$ cat src/rtl/hub75_scan_ctrl.sv
// HUB75 scan controller for a 32x16, 1/8-scan panel; all state advances on the external tick.
// Optional build macro MATRIX_BLANK_EXTEND_EN stretches BLANK to BLANK_TICKS ticks.
module hub75_scan_ctrl #(
  parameter int unsigned COLS        = 32,
  parameter int unsigned SCAN_ROWS   = 8,
  parameter int unsigned ON_TICKS    = 64,
  parameter int unsigned BLANK_TICKS = 4
) (
  input  logic                                          clk,
  input  logic                                          rst,
  input  logic                                          tick,
  output logic [$clog2(SCAN_ROWS)+$clog2(COLS)-1:0]     fb_addr,
  input  logic [2:0]                                    fb_rgb_top,
  input  logic [2:0]                                    fb_rgb_bot,
  output logic                                          r1,
  output logic                                          g1,
  output logic                                          b1,
  output logic                                          r2,
  output logic                                          g2,
  output logic                                          b2,
  output logic [$clog2(SCAN_ROWS)-1:0]                  row_addr,
  output logic                                          sclk,
  output logic                                          lat,
  output logic                                          oe_n,
  output logic                                          frame_done
);

  localparam int unsigned COL_W = $clog2(COLS);
  localparam int unsigned ROW_W = $clog2(SCAN_ROWS);
  localparam int unsigned ON_W  = (ON_TICKS > 1) ? $clog2(ON_TICKS) : 1;

  localparam logic [COL_W-1:0] COL_LAST = COL_W'(COLS - 1);
  localparam logic [ROW_W-1:0] ROW_LAST = ROW_W'(SCAN_ROWS - 1);
  localparam logic [ON_W-1:0]  ON_LAST  = ON_W'(ON_TICKS - 1);

  if (ON_TICKS < 1 || BLANK_TICKS < 1) begin : g_bad_params
    $error("hub75_scan_ctrl: ON_TICKS and BLANK_TICKS must be >= 1");
  end

  typedef enum logic [1:0] {
    ST_SHIFT,
    ST_BLANK,
    ST_LATCH,
    ST_DISPLAY
  } state_e;

  state_e                 state_q, state_d;
  logic [COL_W-1:0]       col_q, col_d, col_inc;
  logic [ROW_W-1:0]       row_q, row_d, row_nxt;
  logic                   phase_q, phase_d;
  logic [ON_W-1:0]        on_cnt_q, on_cnt_d;
  logic [ROW_W+COL_W-1:0] fb_addr_q, fb_addr_d;
  logic [2:0]             top_q, top_d;
  logic [2:0]             bot_q, bot_d;
  logic [ROW_W-1:0]       row_addr_q, row_addr_d;
  logic                   sclk_q, sclk_d;
  logic                   lat_q, lat_d;
  logic                   oe_n_q, oe_n_d;
  logic                   frame_done_q, frame_done_d;
  logic                   shown_q, shown_d;
  logic                   blank_done;

`ifdef MATRIX_BLANK_EXTEND_EN
  localparam int unsigned       BLK_W    = (BLANK_TICKS > 1) ? $clog2(BLANK_TICKS) : 1;
  localparam logic [BLK_W-1:0]  BLK_LAST = BLK_W'(BLANK_TICKS - 1);

  logic [BLK_W-1:0] blank_cnt_q, blank_cnt_d;

  assign blank_done = (blank_cnt_q == BLK_LAST);

  always_comb begin
    blank_cnt_d = blank_cnt_q;
    if (tick && state_q == ST_BLANK) begin
      blank_cnt_d = blank_done ? '0 : blank_cnt_q + 1'b1;
    end
  end

  always_ff @(posedge clk) begin
    if (rst) blank_cnt_q <= '0;
    else     blank_cnt_q <= blank_cnt_d;
  end
`else
  assign blank_done = 1'b1;
`endif

  assign col_inc = col_q + 1'b1;
  assign row_nxt = (row_q == ROW_LAST) ? '0 : row_q + 1'b1;

  always_comb begin
    // NOTE: every next-state value gets a hold default first so no path leaves it unassigned (no latches).
    state_d      = state_q;
    col_d        = col_q;
    row_d        = row_q;
    phase_d      = phase_q;
    on_cnt_d     = on_cnt_q;
    fb_addr_d    = fb_addr_q;
    top_d        = top_q;
    bot_d        = bot_q;
    row_addr_d   = row_addr_q;
    sclk_d       = sclk_q;
    lat_d        = lat_q;
    oe_n_d       = oe_n_q;
    shown_d      = shown_q;
    frame_done_d = 1'b0;

    if (tick) begin
      case (state_q)
        ST_SHIFT: begin
          oe_n_d = ~shown_q;
          if (!phase_q) begin
            sclk_d  = 1'b0;
            top_d   = fb_rgb_top;
            bot_d   = fb_rgb_bot;
            phase_d = 1'b1;
          end else begin
            sclk_d  = 1'b1;
            phase_d = 1'b0;
            if (col_q != COL_LAST) begin
              col_d     = col_inc;
              fb_addr_d = {row_q, col_inc};
            end else begin
              // Prefetch pixel 0 of the next row so its data is ready for the next SHIFT.
              col_d     = '0;
              fb_addr_d = {row_nxt, {COL_W{1'b0}}};
              state_d   = ST_BLANK;
            end
          end
        end
        ST_BLANK: begin
          oe_n_d = 1'b1;
          sclk_d = 1'b0;
          if (blank_done) state_d = ST_LATCH;
        end
        ST_LATCH: begin
          lat_d        = 1'b1;
          row_addr_d   = row_q;
          shown_d      = 1'b1;
          frame_done_d = (row_q == ROW_LAST);
          state_d      = ST_DISPLAY;
        end
        ST_DISPLAY: begin
          lat_d  = 1'b0;
          oe_n_d = 1'b0;
          if (on_cnt_q == ON_LAST) begin
            on_cnt_d = '0;
            row_d    = row_nxt;
            state_d  = ST_SHIFT;
          end else begin
            on_cnt_d = on_cnt_q + 1'b1;
          end
        end
        default: state_d = ST_SHIFT;
      endcase
    end
  end

  always_ff @(posedge clk) begin
    // NOTE: state registers use non-blocking assignments; reset is synchronous and covers every register.
    if (rst) begin
      state_q      <= ST_SHIFT;
      col_q        <= '0;
      row_q        <= '0;
      phase_q      <= 1'b0;
      on_cnt_q     <= '0;
      fb_addr_q    <= '0;
      top_q        <= '0;
      bot_q        <= '0;
      row_addr_q   <= '0;
      sclk_q       <= 1'b0;
      lat_q        <= 1'b0;
      oe_n_q       <= 1'b1;
      frame_done_q <= 1'b0;
      shown_q      <= 1'b0;
    end else begin
      state_q      <= state_d;
      col_q        <= col_d;
      row_q        <= row_d;
      phase_q      <= phase_d;
      on_cnt_q     <= on_cnt_d;
      fb_addr_q    <= fb_addr_d;
      top_q        <= top_d;
      bot_q        <= bot_d;
      row_addr_q   <= row_addr_d;
      sclk_q       <= sclk_d;
      lat_q        <= lat_d;
      oe_n_q       <= oe_n_d;
      frame_done_q <= frame_done_d;
      shown_q      <= shown_d;
    end
  end

  assign fb_addr      = fb_addr_q;
  assign {r1, g1, b1} = top_q;
  assign {r2, g2, b2} = bot_q;
  assign row_addr     = row_addr_q;
  assign sclk         = sclk_q;
  assign lat          = lat_q;
  assign oe_n         = oe_n_q;
  assign frame_done   = frame_done_q;

endmodule

$ cat config.mk
export PLATFORM = sky130hd
export DESIGN_NAME = hub75_scan_ctrl
export DESIGN_NICKNAME = d
export VERILOG_FILES = /design/src/rtl/hub75_scan_ctrl.sv
export SDC_FILE = /design/constraint.sdc
export NUM_CORES = 1
export LEC_CHECK = 0
export ABC_AREA = 1
export BUFFER_PORTS_ARGS = -buffer_cell sky130_fd_sc_hd__buf_2
export CORE_UTILIZATION = 48
export CTS_CLUSTER_SIZE = 20
export DETAILED_ROUTE_END_ITERATION = 12
export PLACE_DENSITY = 0.84
export RECOVER_POWER = 100
export SETUP_SLACK_MARGIN = 0.02
export SYNTH_ARGS = -nofsm -noshare
export SYNTH_HDL_FRONTEND = slang
export SYNTH_SLANG_ARGS = --single-unit
$ cat constraint.sdc
create_clock -name clk -period 1.4 [get_ports clk]
set_input_delay 0.21 -clock clk [delete_from_list [all_inputs] [get_ports clk]]
set_output_delay 0.21 -clock clk [all_outputs]
set_load 0.005 [all_outputs]
# After elaboration in Yosys (flattened, before gate mapping)
# Cells that the tools add are included.
[totals] reg_bits=39 output_inout_bits=21 elab_cells=58 in_bits=9
[op_classes] add_sub_neg=3 n_reduce_logical=15 bitwise=4 n_mux=13 n_eq_ne=9
[op_table] cell="$reduce_and A2 Y1" count=6
[op_table] cell="$reduce_and A3 Y1" count=3
[op_table] cell="$mux W8" count=1
[op_table] cell="$pmux W2 S4" count=1
[op_table] cell="$add A6 B1 Y6 const B" count=1
[op_table] cell="$eq A6 B6 Y1 const B" count=1
[op_table] cell="$mux W2" count=3
[op_table] cell="$mux W6" count=1
[op_table] cell="$ne A2 B2 Y1 const B" count=3
[op_table] cell="$add A5 B1 Y5 const B" count=1
[op_table] cell="$mux W5" count=1
[op_table] cell="$ne A5 B5 Y1 const B" count=1
[op_table] cell="$eq A2 B2 Y1 const B" count=2
[op_table] cell="$not A1 Y1" count=4
[op_table] cell="$pmux W1 S2" count=2
[op_table] cell="$reduce_and A4 Y1" count=1
[op_table] cell="$reduce_bool A2 Y1" count=2
[op_table] cell="$add A3 B1 Y3 const B" count=1
[op_table] cell="$eq A3 B3 Y1 const B" count=1
[op_table] cell="$mux W3" count=1
[op_table] cell="$pmux W1 S3" count=1
[op_table] cell="$reduce_bool A3 Y1" count=1
[op_table] cell="$reduce_or A3 Y1" count=1
[op_table] cell="$eq A2 B1 Y1 const B" count=1
[op_table] cell="other kinds (2)" count=3

# Longest topological paths before layout
[depth] ltp_word=4 mapped_depth=9 depth_no_buf=9

# Worst setup path before layout
# No wires, ideal clock.
[synth_path] path_kind="flip-flop to flip-flop" startpoint="register col_q[0]" endpoint="register state_q[1]" arrival_ns=1.371 n_path_buf=0 path_slack_ns=-0.086 path_stages_with_launch=10 path_cell_list="dfxtp_1 > ha_1 > nand2_1 > nor2_1 > ha_1 > nand2_1 > a21oi_2 > nand3_1 > nand2_1 > nor2_1"
[synth_between] elab_chain_cells=3
[synth_rtl] element="start, declared" line="48" source="logic [COL_W-1:0] col_q, col_d, col_inc;"
[synth_rtl] element="start signal, assigned" line="176" source="col_q <= col_d;"
[synth_rtl] element="$ne A5 B5 Y1" line="118" source="if (col_q != COL_LAST) begin"
[synth_rtl] element="$ne A2 B2 Y1 (no source line)"
[synth_rtl] element="$reduce_and A4 Y1 (no source line)"
[synth_rtl] element="end signal, assigned" line="175" source="state_q <= state_d;"
[synth_rtl] element="end, declared" line="47" source="state_e state_q, state_d;"
# Every way passes these cells.
# A chain may end at the register's enable or synchronous reset.

# Worst setup path in the final report
[layout_path] startpoint="register col_q[1]" endpoint="register state_q[0]"
# The elaborated chain is that of the path after synthesis.

==> out/results.tsv <==
stage	metric	value	unit
run_status	status	complete, but fails checks	
run_status	failing checks	setup timing	
sta	Worst Skew	0.008567	ns
power	Pleak	0.9221	nW
grt	vias in the first global route	1349	
cells_and_area	ant diodes	0	
sta	Max Freq	0.7061	GHz
cells_and_area	P&R area growth vs syn	27.03	%
synthesis	main combinational cell family by area after synthesis	simple AND/OR/NAND/NOR gates	
sta	Rel. slew slack	0.7203	
worst_setup_path	crit path capture type	register	
cells_and_area	final core utilization	0.6409	
sta	crit path time final	1.416	ns
synthesis	post-synthesis net count	226	
synthesis	post-synthesis mux area share	0	
synthesis	Yosys cell types	20	
route	Routed WL	3420	µm
die	Die X	58.42	µm
clock_tree	clk_lat worst skew	0.34	ns
synthesis	Post-Syn Instances	208	
clock_tree	root buf cell	clkbuf_4	
grt	grt ovf	0	
grt	initial antenna violation count	0	
sta	worst slew pin tran	0.4190	ns
route	vias	1482	
cells_and_area	area occupied by registers	685.7	µm²
synthesis	yosys warns	0	
job	MaxCap Viol Count	0	
clock_tree	clock buffer count from CTS	5	
grt	All-Layer GR Usage	0.2120	
sta	final-report setup violation count	1	
synthesis	Synth Area in Compound Gates	0.1319	
die	initial core utilization	0.5045	
cells_and_area	# fillers	259	
synthesis	Post-Synth Adder-Cell Area	0.07371	
sta	Tcrit/Tclk final	1.012	
synthesis	syn avg cell area	7.345	µm²
cells_and_area	Nets	272	
synthesis	XOR/XNOR share of the synthesized area	0	
clock_tree	H-tree Lvls	2	
cells_and_area	most frequent cells in the layout	42 x nor2_1, 32 x dfxtp_1, 31 x nand2_1	
power	P per Cell Area	883.4	mW/mm²
hold_path	HP Start	fb_rgb_bot[2]	
sta	final hold violations	0	
place	Buffers on Ports	29	
clock_tree	clk sink count	34	
sta	RSZ-0062 raised after global routing	yes	
route	Final ANT Viol Nets	0	
hold_path	Hold Path Class	in2reg	
worst_setup_path	CP arrival	1.65	ns
worst_setup_path	worst r2r src	col_q[1]$_SDFFE_PP0P_	
clock_tree	CTS Buffer Depth	2	
die	Cell Rows	20	
route	DRC Markers	0	
sta	Setup WS post-layout	-0.01624	ns
power	Final Power	1.714	mW
route	vias per cell	4.973	
place	Final HPWL DP	2374	µm
route	1st-iter DRT viols	49	
clock_tree	clk slew on worst S/H paths	0.09	ns
die	Die Y	58.42	µm
die	core outline area	0.003028	mm²
worst_setup_path	crit start category	register	
synthesis	register bit total from synthesis	34	
clock_tree	CTS tree	done	
grt	largest net degree at the start of global routing	14	
worst_setup_path	Reg2Reg Setup Slack	-0.02	ns
worst_setup_path	crit path kind	reg2reg	
die	Boundary Pins	30	
cells_and_area	area taken by multi-input logic gates	814.5	µm²
grt	global-route wire length before repair	5423	µm
worst_setup_path	Critical Path Source	col_q[1]$_SDFFE_PP0P_	
power	Max IR drop VDD	0.0006831	V
route	wire length per cell	11.48	µm
cells_and_area	commonest non-fill, non-tap cell in the layout	nor2_1	
worst_setup_path	Critical Path RT	1.64	ns
synthesis	Synth Area in Simple Gates	0.2727	
worst_setup_path	CP Max Fanout	4	
synthesis	area of the mapped netlist	0.001528	mm²
cells_and_area	share of layout cells above drive strength 1	0.2520	
sta	fin. max-slew vios	0	
synthesis	sequential area share after synthesis	0.4455	
place	GP Congestion	0.7776	
route	Pre-Repair DR Iteration Count	4	
die	die area	0.003412	mm²
## final cells by class
type	instances	share of cell area
inverters	27	0.05222
flip-flops and latches	34	0.3533
repair buffers	41	0.1180
clock buffers	7	0.02837
multi-input cells	145	0.4197
well taps	44	0.02837
## registers in the layout (all words and copies together) (netlist names)
register    cells
bot_q           3
frame_done      1
lat             1
col_q           4
oe_n            1
row_q           3
phase_q         1
sclk            1
state_q         2
top_q           3
shown_q         1
on_cnt_q        6
row_addr        3
fb_addr         4
## final timing paths
path                            cells after the start                 endpoint
worst min register to register                      2  fb_addr[5]$_SDFFE_PP0P_
worst max register to register                      9  state_q[0]$_SDFFE_PP0P_
worst max-delay path                                9  state_q[0]$_SDFFE_PP0P_
worst min-delay path                                3    bot_q[2]$_SDFFE_PP0P_
## through the flow
| step | setup TNS (ns) | hold slack [ns] | setup slack [ns] | instances | cell area [µm²] |
|---|---|---|---|---|---|
| after global placement | 0 | 0.4336 | 0.03139 | 289 | 1818 |
| after CTS | -0.004675 | 0.08262 | -0.004675 | 297 | 1891 |
| after global routing | -0.4518 | 0.08697 | -0.08542 | 298 | 1941 |
| final | -0.01624 | 0.08894 | -0.01624 | 298 | 1941 |
| after floorplan | -0.04897 | 0.3449 | -0.02449 | 208 | 1550 |
| after detailed placement | -0.07988 | 0.4382 | -0.05372 | 289 | 1818 |
## logic make-up after synthesis
family,after synthesis
and+or+nand+nor,97
AOI/OAI and AO/OA,38
DFF,34
adders and majority gates,9
buffers and inverters,30
## power breakdown
part | switching [mW] | total (mW) | leakage (nW) | internal (mW)
combinational | 0.0845 | 0.145 | 0.613 | 0.0603
clock | 0.319 | 0.556 | 0.0314 | 0.237
sequential | 0.0204 | 1.01 | 0.278 | 0.993
## routing by layer
metal,GRT usage,share of wire,up-vias
li1,-,-,754
met1,0.2441,0.44,671
met2,0.3547,0.48,49
met3,0.07033,0.055,8
met4,0.1020,0.020,0
met5,0,0,-
## Yosys cell counts, drive strengths merged
cell / n / share of area
nand4: 2 / 0.0082
nand2: 36 / 0.093
o21bai: 1 / 0.0049
a21oi: 16 / 0.055
nor3: 6 / 0.020
buf: 3 / 0.0098
dfxtp: 34 / 0.45
inv: 27 / 0.066
o21ai: 19 / 0.062
ha: 9 / 0.074
nor3b: 1 / 0.0049
nor2: 45 / 0.12
nand3: 7 / 0.026
o21a: 1 / 0.0049
o211ai: 1 / 0.0049
## timing repair
action | in CTS | in global routing
endpoints found under the setup margin | 2 | 19
hold buffers | 0 | 0
buffers inserted | 1 | 0
pin swaps | 6 | 10
cloned | 0 | 1
endpoints found under the hold margin | 0 | 0
gates resized for setup | 2 | 13
## worst max-delay path: stages (launching register included)
cell and delay [ns]:
dfxtp_4 0.37, ha_4 0.15, nand2_4 0.06, nor2_4 0.12, ha_4 0.15, nand2_4 0.05, a21oi_4 0.20, nand3_1 0.10
nand2_1 0.09, nor2_1 0.04
No activity file was read; power rests on OpenSTA's default activity.
